<file path="config.mk">
export PLATFORM = sky130hd
export DESIGN_NAME = mem_arbiter_flat
export DESIGN_NICKNAME = d
export VERILOG_FILES = /design/src/rtl/mem_arbiter_if.sv /design/src/rtl/mem_arbiter.sv /design/src/flat_wrapper.sv
export SDC_FILE = /design/constraint.sdc
export NUM_CORES = 1
export LEC_CHECK = 0
export ABC_AREA = 1
export CORE_AREA = 2 2 243 245
export DETAILED_ROUTE_END_ITERATION = 7
export DIE_AREA = 0 0 245 247
export PLACE_DENSITY = 0.45
export REMOVE_ABC_BUFFERS = 1
export SLEW_MARGIN = 25
export SYNTH_ARGS = -nofsm -noshare
export SYNTH_HDL_FRONTEND = slang
export SYNTH_SLANG_ARGS = --single-unit
</file>
<file path="constraint.sdc">
create_clock -name clk -period 2 [get_ports clk]
set_input_delay 0.3 -clock clk [delete_from_list [all_inputs] [get_ports clk]]
set_output_delay 0.3 -clock clk [all_outputs]
set_load 0.01 [all_outputs]
</file>
<file path="src/rtl/mem_arbiter_if.sv">
// Bus bundle between the store buffer, the data-cache fill path, the memory port and mem_arbiter.
// slave is the arbiter's view; master is the surrounding environment's view.
interface mem_arbiter_if;
    logic         wMemReq;
    logic [31:0]  wAddrMem;
    logic [127:0] wDataMem;
    logic         wMemAck;
    logic         rdReq;
    logic [31:0]  rdAddr;
    logic [127:0] rdData;
    logic         rdAck;
    logic         memReq;
    logic         memWe;
    logic [31:0]  memAddr;
    logic [127:0] memWData;
    logic         memAck;
    logic [127:0] memRData;
    logic         busy;
    logic         memErr;

    modport slave (
        input  wMemReq, wAddrMem, wDataMem, rdReq, rdAddr, memAck, memRData,
        output wMemAck, rdData, rdAck, memReq, memWe, memAddr, memWData, busy, memErr
    );

    modport master (
        output wMemReq, wAddrMem, wDataMem, rdReq, rdAddr, memAck, memRData,
        input  wMemAck, rdData, rdAck, memReq, memWe, memAddr, memWData, busy, memErr
    );
endinterface

</file>
<file path="src/rtl/mem_arbiter.sv">
// Arbitrates store-buffer writebacks and cache line fills onto one 128-bit memory port.
// Optional WAIT watchdog with sticky memErr is built when MEMARB_TIMEOUT_EN is defined.
module mem_arbiter #(
    parameter int unsigned MAX_READ_STREAK = 4,
    parameter int unsigned STREAK_BITS     = 3
`ifdef MEMARB_TIMEOUT_EN
    ,
    parameter int unsigned TIMEOUT_CYCLES  = 64
`endif
) (
    input  logic          clk,
    input  logic          rst,
    mem_arbiter_if.slave  bus
);
    typedef enum logic [1:0] {IDLE, WAIT, RESP} state_e;

    localparam logic [31:0] LINE_MASK = ~32'h0000_000F;

    state_e                 state_q, state_d;
    logic [STREAK_BITS-1:0] streak_q, streak_d;
    logic                   gnt_wr_q, gnt_wr_d;
    logic                   mem_req_q, mem_req_d;
    logic                   mem_we_q, mem_we_d;
    logic [31:0]            mem_addr_q, mem_addr_d;
    logic [127:0]           mem_wdata_q, mem_wdata_d;
    logic                   wr_ack_q, wr_ack_d;
    logic                   rd_ack_q, rd_ack_d;
    logic [127:0]           rd_data_q, rd_data_d;
    logic                   busy_q, busy_d;
    logic                   hazard;
    logic                   pick_wr;

`ifdef MEMARB_TIMEOUT_EN
    localparam int unsigned TO_W = (TIMEOUT_CYCLES < 2) ? 1 : $clog2(TIMEOUT_CYCLES);
    logic [TO_W-1:0]        to_cnt_q, to_cnt_d;
    logic                   mem_err_q, mem_err_d;
`endif

    // Next-state, grant selection and registered output values.
    always_comb begin
        state_d     = state_q;
        streak_d    = streak_q;
        gnt_wr_d    = gnt_wr_q;
        mem_req_d   = mem_req_q;
        mem_we_d    = mem_we_q;
        mem_addr_d  = mem_addr_q;
        mem_wdata_d = mem_wdata_q;
        wr_ack_d    = 1'b0;
        rd_ack_d    = 1'b0;
        rd_data_d   = rd_data_q;
        busy_d      = busy_q;
        hazard      = (bus.rdAddr[31:4] == bus.wAddrMem[31:4]);
        pick_wr     = 1'b0;
`ifdef MEMARB_TIMEOUT_EN
        to_cnt_d    = to_cnt_q;
        mem_err_d   = mem_err_q;
`endif
        case (state_q)
            IDLE: begin
                if (bus.wMemReq || bus.rdReq) begin
                    // A same-line write must land before the fill reads it back.
                    pick_wr     = bus.wMemReq &&
                                  (!bus.rdReq || hazard ||
                                   (streak_q >= STREAK_BITS'(MAX_READ_STREAK)));
                    gnt_wr_d    = pick_wr;
                    mem_req_d   = 1'b1;
                    mem_we_d    = pick_wr;
                    mem_addr_d  = (pick_wr ? bus.wAddrMem : bus.rdAddr) & LINE_MASK;
                    mem_wdata_d = pick_wr ? bus.wDataMem : '0;
                    busy_d      = 1'b1;
                    state_d     = WAIT;
                    if (!pick_wr && bus.wMemReq) begin
                        if (streak_q < STREAK_BITS'(MAX_READ_STREAK)) begin
                            streak_d = streak_q + STREAK_BITS'(1);
                        end
                    end else begin
                        streak_d = '0;
                    end
`ifdef MEMARB_TIMEOUT_EN
                    to_cnt_d = '0;
`endif
                end
            end
            WAIT: begin
                if (bus.memAck) begin
                    mem_req_d = 1'b0;
                    state_d   = RESP;
                    if (gnt_wr_q) begin
                        wr_ack_d = 1'b1;
                    end else begin
                        rd_ack_d  = 1'b1;
                        rd_data_d = bus.memRData;
                    end
`ifdef MEMARB_TIMEOUT_EN
                end else if (to_cnt_q == TO_W'(TIMEOUT_CYCLES - 1)) begin
                    // Watchdog expiry completes the transaction with zero read data.
                    mem_req_d = 1'b0;
                    mem_err_d = 1'b1;
                    state_d   = RESP;
                    if (gnt_wr_q) begin
                        wr_ack_d = 1'b1;
                    end else begin
                        rd_ack_d  = 1'b1;
                        rd_data_d = '0;
                    end
                end else begin
                    to_cnt_d = to_cnt_q + TO_W'(1);
`endif
                end
            end
            RESP: begin
                busy_d  = 1'b0;
                state_d = IDLE;
            end
            default: begin
                mem_req_d = 1'b0;
                busy_d    = 1'b0;
                state_d   = IDLE;
            end
        endcase
    end

    always_ff @(posedge clk or negedge rst) begin
        if (!rst) begin
            state_q     <= IDLE;
            streak_q    <= '0;
            gnt_wr_q    <= 1'b0;
            mem_req_q   <= 1'b0;
            mem_we_q    <= 1'b0;
            mem_addr_q  <= '0;
            mem_wdata_q <= '0;
            wr_ack_q    <= 1'b0;
            rd_ack_q    <= 1'b0;
            rd_data_q   <= '0;
            busy_q      <= 1'b0;
`ifdef MEMARB_TIMEOUT_EN
            to_cnt_q    <= '0;
            mem_err_q   <= 1'b0;
`endif
        end else begin
            state_q     <= state_d;
            streak_q    <= streak_d;
            gnt_wr_q    <= gnt_wr_d;
            mem_req_q   <= mem_req_d;
            mem_we_q    <= mem_we_d;
            mem_addr_q  <= mem_addr_d;
            mem_wdata_q <= mem_wdata_d;
            wr_ack_q    <= wr_ack_d;
            rd_ack_q    <= rd_ack_d;
            rd_data_q   <= rd_data_d;
            busy_q      <= busy_d;
`ifdef MEMARB_TIMEOUT_EN
            to_cnt_q    <= to_cnt_d;
            mem_err_q   <= mem_err_d;
`endif
        end
    end

    assign bus.memReq   = mem_req_q;
    assign bus.memWe    = mem_we_q;
    assign bus.memAddr  = mem_addr_q;
    assign bus.memWData = mem_wdata_q;
    assign bus.wMemAck  = wr_ack_q;
    assign bus.rdAck    = rd_ack_q;
    assign bus.rdData   = rd_data_q;
    assign bus.busy     = busy_q;
`ifdef MEMARB_TIMEOUT_EN
    assign bus.memErr   = mem_err_q;
`else
    assign bus.memErr   = 1'b0;
`endif

endmodule

</file>
<file path="src/flat_wrapper.sv">
// flat-port wrapper written by rule: the top's interface ports become plain ports
module mem_arbiter_flat 
#(
    parameter int unsigned MAX_READ_STREAK = 4,
    parameter int unsigned STREAK_BITS     = 3

)
  (clk, rst, bus_wMemReq, bus_wAddrMem, bus_wDataMem, bus_rdReq, bus_rdAddr, bus_memAck, bus_memRData, bus_wMemAck, bus_rdData, bus_rdAck, bus_memReq, bus_memWe, bus_memAddr, bus_memWData, bus_busy, bus_memErr);
  mem_arbiter_if bus_i ();
  input  logic clk;
  input  logic rst;
  input wire logic [$bits(bus_i.wMemReq)-1:0] bus_wMemReq;
  input wire logic [$bits(bus_i.wAddrMem)-1:0] bus_wAddrMem;
  input wire logic [$bits(bus_i.wDataMem)-1:0] bus_wDataMem;
  input wire logic [$bits(bus_i.rdReq)-1:0] bus_rdReq;
  input wire logic [$bits(bus_i.rdAddr)-1:0] bus_rdAddr;
  input wire logic [$bits(bus_i.memAck)-1:0] bus_memAck;
  input wire logic [$bits(bus_i.memRData)-1:0] bus_memRData;
  output wire logic [$bits(bus_i.wMemAck)-1:0] bus_wMemAck;
  output wire logic [$bits(bus_i.rdData)-1:0] bus_rdData;
  output wire logic [$bits(bus_i.rdAck)-1:0] bus_rdAck;
  output wire logic [$bits(bus_i.memReq)-1:0] bus_memReq;
  output wire logic [$bits(bus_i.memWe)-1:0] bus_memWe;
  output wire logic [$bits(bus_i.memAddr)-1:0] bus_memAddr;
  output wire logic [$bits(bus_i.memWData)-1:0] bus_memWData;
  output wire logic [$bits(bus_i.busy)-1:0] bus_busy;
  output wire logic [$bits(bus_i.memErr)-1:0] bus_memErr;
  assign bus_i.wMemReq = bus_wMemReq;
  assign bus_i.wAddrMem = bus_wAddrMem;
  assign bus_i.wDataMem = bus_wDataMem;
  assign bus_i.rdReq = bus_rdReq;
  assign bus_i.rdAddr = bus_rdAddr;
  assign bus_i.memAck = bus_memAck;
  assign bus_i.memRData = bus_memRData;
  assign bus_wMemAck = bus_i.wMemAck;
  assign bus_rdData = bus_i.rdData;
  assign bus_rdAck = bus_i.rdAck;
  assign bus_memReq = bus_i.memReq;
  assign bus_memWe = bus_i.memWe;
  assign bus_memAddr = bus_i.memAddr;
  assign bus_memWData = bus_i.memWData;
  assign bus_busy = bus_i.busy;
  assign bus_memErr = bus_i.memErr;
  mem_arbiter #(.MAX_READ_STREAK(MAX_READ_STREAK), .STREAK_BITS(STREAK_BITS)) u_core (.clk(clk), .rst(rst), .bus(bus_i));
endmodule
</file>
==> impl_metrics.tcl <==
set metrics [dict create \
    status "complete, no violations" \
    setup_viol 0 \
    core_um2 58200 \
    antenna_found_initial 2 \
    rsz0062_at_grt "false" \
    postRouteAntennaNets 0 \
    period_minus_slack_ns 1.84 \
    io_pins 619 \
    detail_route.wl_per_cell_um 16.6 \
    r2r_setup_slack_ns 0.30 \
    path_common_cell "nand2_1" \
    post-dp-hpwl_um 36600 \
    cp_slowest_stage_delay_ns 0.47 \
    cts_sinks 294 \
    critPathSlowestCell "clkdlybuf4s50_1" \
    max-vdd-ir-drop_uv 707 \
    synth_seq_cells 294 \
    crit_buf_inv 5 \
    synth_area_um2 12000 \
    grt_pass1_vias 11903 \
    drive_gt1_frac 0.0807 \
    slew_headroom 0.538 \
    ys_seq_area_frac 0.612 \
    hold_viol 0 \
    start_kind "primary input" \
    io_buffers 605 \
    grt.overflow.total 0 \
    cts_max_path_buffers 3 \
    max_freq_mhz 542 \
    endpoint_kind "flip-flop" \
    dr.max_layer_used "met4" \
    post-route-drc-count 0 \
    die_w_um 245 \
    dp.cells 2883 \
    route.met2.wl_um 24200 \
    p_leak_nw 10.5 \
    grt_pass1_wl_um 72500 \
    hold_path.class "in -> reg" \
    path_class "in -> reg" \
    layout.nets 2483 \
    wl_um 49200 \
    drtPass1Iterations 5 \
    synth.avg_cell_area_um2 8.14 \
    clk_latency_ns 0.54 \
    ys_types 17 \
    cp_data_required_time_ns 2.47 \
    area_growth_pct 75.3 \
    fin_hold_ws_ns 0.289 \
    ys_warn_count 0 \
    clock-skew-final_ns 0.0174 \
    place.gp.congestion 0.811 \
    via_count 11571 \
    cts_tree "done" \
    crit_arrival_ns 2.32 \
    dieArea_um2 60500 \
    crit_family "buffers and inverters" \
    die_y_um 247 \
    power-per-cell-area_nw_per_um2 1430 \
    ctsRootBufferMaster "clkbuf_16" \
    cts_max_level 2 \
    grtUsageTotal 0.155 \
    clk_pin_slew_worst_paths_ns 0.06 \
    netlist_instances 1476 \
    viasPerCell 3.91 \
    period_share 0.922 \
    met3WireLength_um 4170 \
    drtIter0Drc 538 \
    final_cell_count_no_fill 2957 \
    worstMarginPinSlew_ns 0.693 \
    path_cells "clkdlybuf4s50_1 > inv_1 > nand2_1 > nand2_1 > nor2_1 > nand2_1 > nor2_2 > nand2_1 > o21bai_2 > nand2_2 > nor2_4 > buf_12 > buf_12 > clkbuf_16 > nand2_1 > nand2_1" \
    cts_buffers 38 \
    final_max_slew_viol_count 0 \
    timing.critical_path.fanout_max 11 \
    rows 89 \
    met1_length_um 19700 \
    fill_cells 5989 \
    grt_max_degree 125 \
    start_util 0.206 \
    drv_cap 0 \
]
final timing paths:
| path | startpoint | endpoint | cells past startpoint |
|---|---|---|---|
| worst max-delay path | bus_wAddrMem[21] | u_core.bus.memWData[80] | 16 |
| worst min-delay path | bus_wDataMem[29] | u_core.bus.memWData[29] | 3 |
| worst max register to register | u_core.state_q[0] | u_core.bus.memWData[80] | 11 |
| worst min register to register | u_core.bus.memWData[76] | u_core.bus.memWData[76] | 2 |
| max in group asynchronous | rst | u_core.bus.rdData[41] | 3 |
| min in group asynchronous | rst | u_core.bus.rdData[72] | 2 |
worst register-to-register path: stages, from the launching register on:
cell and delay (ns):
dfrtp_1 0.39, nor2_1 0.12, inv_1 0.07, o31ai_1 0.24, nor2_2 0.09, inv_4 0.09
nor2_4 0.04, buf_12 0.13, buf_12 0.15, clkbuf_16 0.18, nand2_1 0.06, nand2_1 0.06
repair_timing:
action	in CTS	in global routing
gates resized for setup	0	10
setup buffers	0	1
setup endpoints to repair	0	131
hold buffers	1	0
hold endpoints to repair	41	0
Yosys cell counts (all sizes together):
cell,instances,area (um2)
clkbuf,39,146
ha,1,12.5
dfrtp,294,7360
nand3,61,305
conb,1,3.75
o21ai,5,25.0
buf,37,240
xnor2,3,26.3
o31ai,1,7.51
inv,67,251
o21bai,1,11.3
nand2,946,3550
nor2,19,71.3
nor3,1,5.00
power by group:
| group | total (mW) | switching (mW) | leakage (nW) | internal [mW] |
|---|---|---|---|---|
| sequential | 10.1 | 1.50 | 3.79 | 8.61 |
| clock | 6.62 | 2.68 | 0.579 | 3.93 |
| combinational | 13.5 | 6.51 | 6.13 | 6.97 |
| total | 30.2 | 10.7 | 10.5 | 19.5 |
state kept, by name, summed over array words and instances, names as in the netlist:
name	cells
u_core.bus.memWData	128
u_core.bus.rdData	128
u_core.bus.memAddr	28
u_core.streak_q	3
u_core.state_q	2
u_core.bus.busy	1
u_core.bus.memReq	1
u_core.bus.rdAck	1
u_core.bus.wMemAck	1
u_core.gnt_wr_q	1
area by class of cell:
cell class | count | area, um2 | share of cell area
clock buffers | 53 | 1060 | 0.0502
diodes | 3 | 7.51 | 0.000356
flip-flops and latches | 294 | 7360 | 0.349
well taps | 773 | 967 | 0.0459
repair buffers | 713 | 7220 | 0.343
multi-input cells | 1043 | 4070 | 0.193
clock inverters | 11 | 119 | 0.00564
inverters | 67 | 256 | 0.0122
per-layer routing:
metal  up-vias  track usage
met3        70       0.0522
met2       394        0.269
li1       5785            -
met1      5322        0.182
met4         0       0.0452
met5         -            0
cells by family (layout without fill, tap and decap cells):
logic type | count (synthesis) | after routing | share of synthesized area
xor+xnor | 3 | 3 | 0.00219
flops | 294 | 294 | 0.612
simple gates | 1027 | 1027 | 0.327
other cells | 1 | 8 | 0.000312
compound gates | 7 | 7 | 0.00364
buf+inv | 143 | 844 | 0.0531
fa+ha+maj | 1 | 1 | 0.00104
per-stage QoR:
step	util	cell area (um2)	power [mW]	worst slack [ns]	TNS, ns
6_report	0.362	21100	30.2	0.157	0
5_1_grt	0.362	21100	32.2	0.00125	0
3_5_place_dp	0.338	19700	23.8	-0.454	-63.79
3_3_place_gp	0.338	19700	23.7	-0.472	-67.59
2_1_floorplan	-	11600	14.9	-5.24	-1130.46
4_1_cts	0.358	20900	30.7	0.0977	0
placed cells by master, fill, tap and decap left out, drive strengths merged:
| master | synthesis | final |
|---|---|---|
| clkbuf | 39 | 58 |
| dfrtp | 294 | 294 |
| dlygate4sd3 | 0 | 1 |
| nand3 | 61 | 61 |
| nand2 | 946 | 946 |
| clkdlybuf4s50 | 0 | 604 |
| diode | 0 | 3 |
| xnor2 | 3 | 3 |
| buf | 37 | 103 |
| nor3 | 1 | 1 |
| bufinv | 0 | 2 |
| nor2 | 19 | 19 |
| o21ai | 5 | 5 |
| ha | 1 | 1 |
| clkinvlp | 0 | 1 |
| o31ai | 1 | 1 |
| conb | 1 | 5 |
| clkinv | 0 | 8 |
| o21bai | 1 | 1 |
| inv | 67 | 67 |
Note: power is estimated with default switching activity, not from simulation.
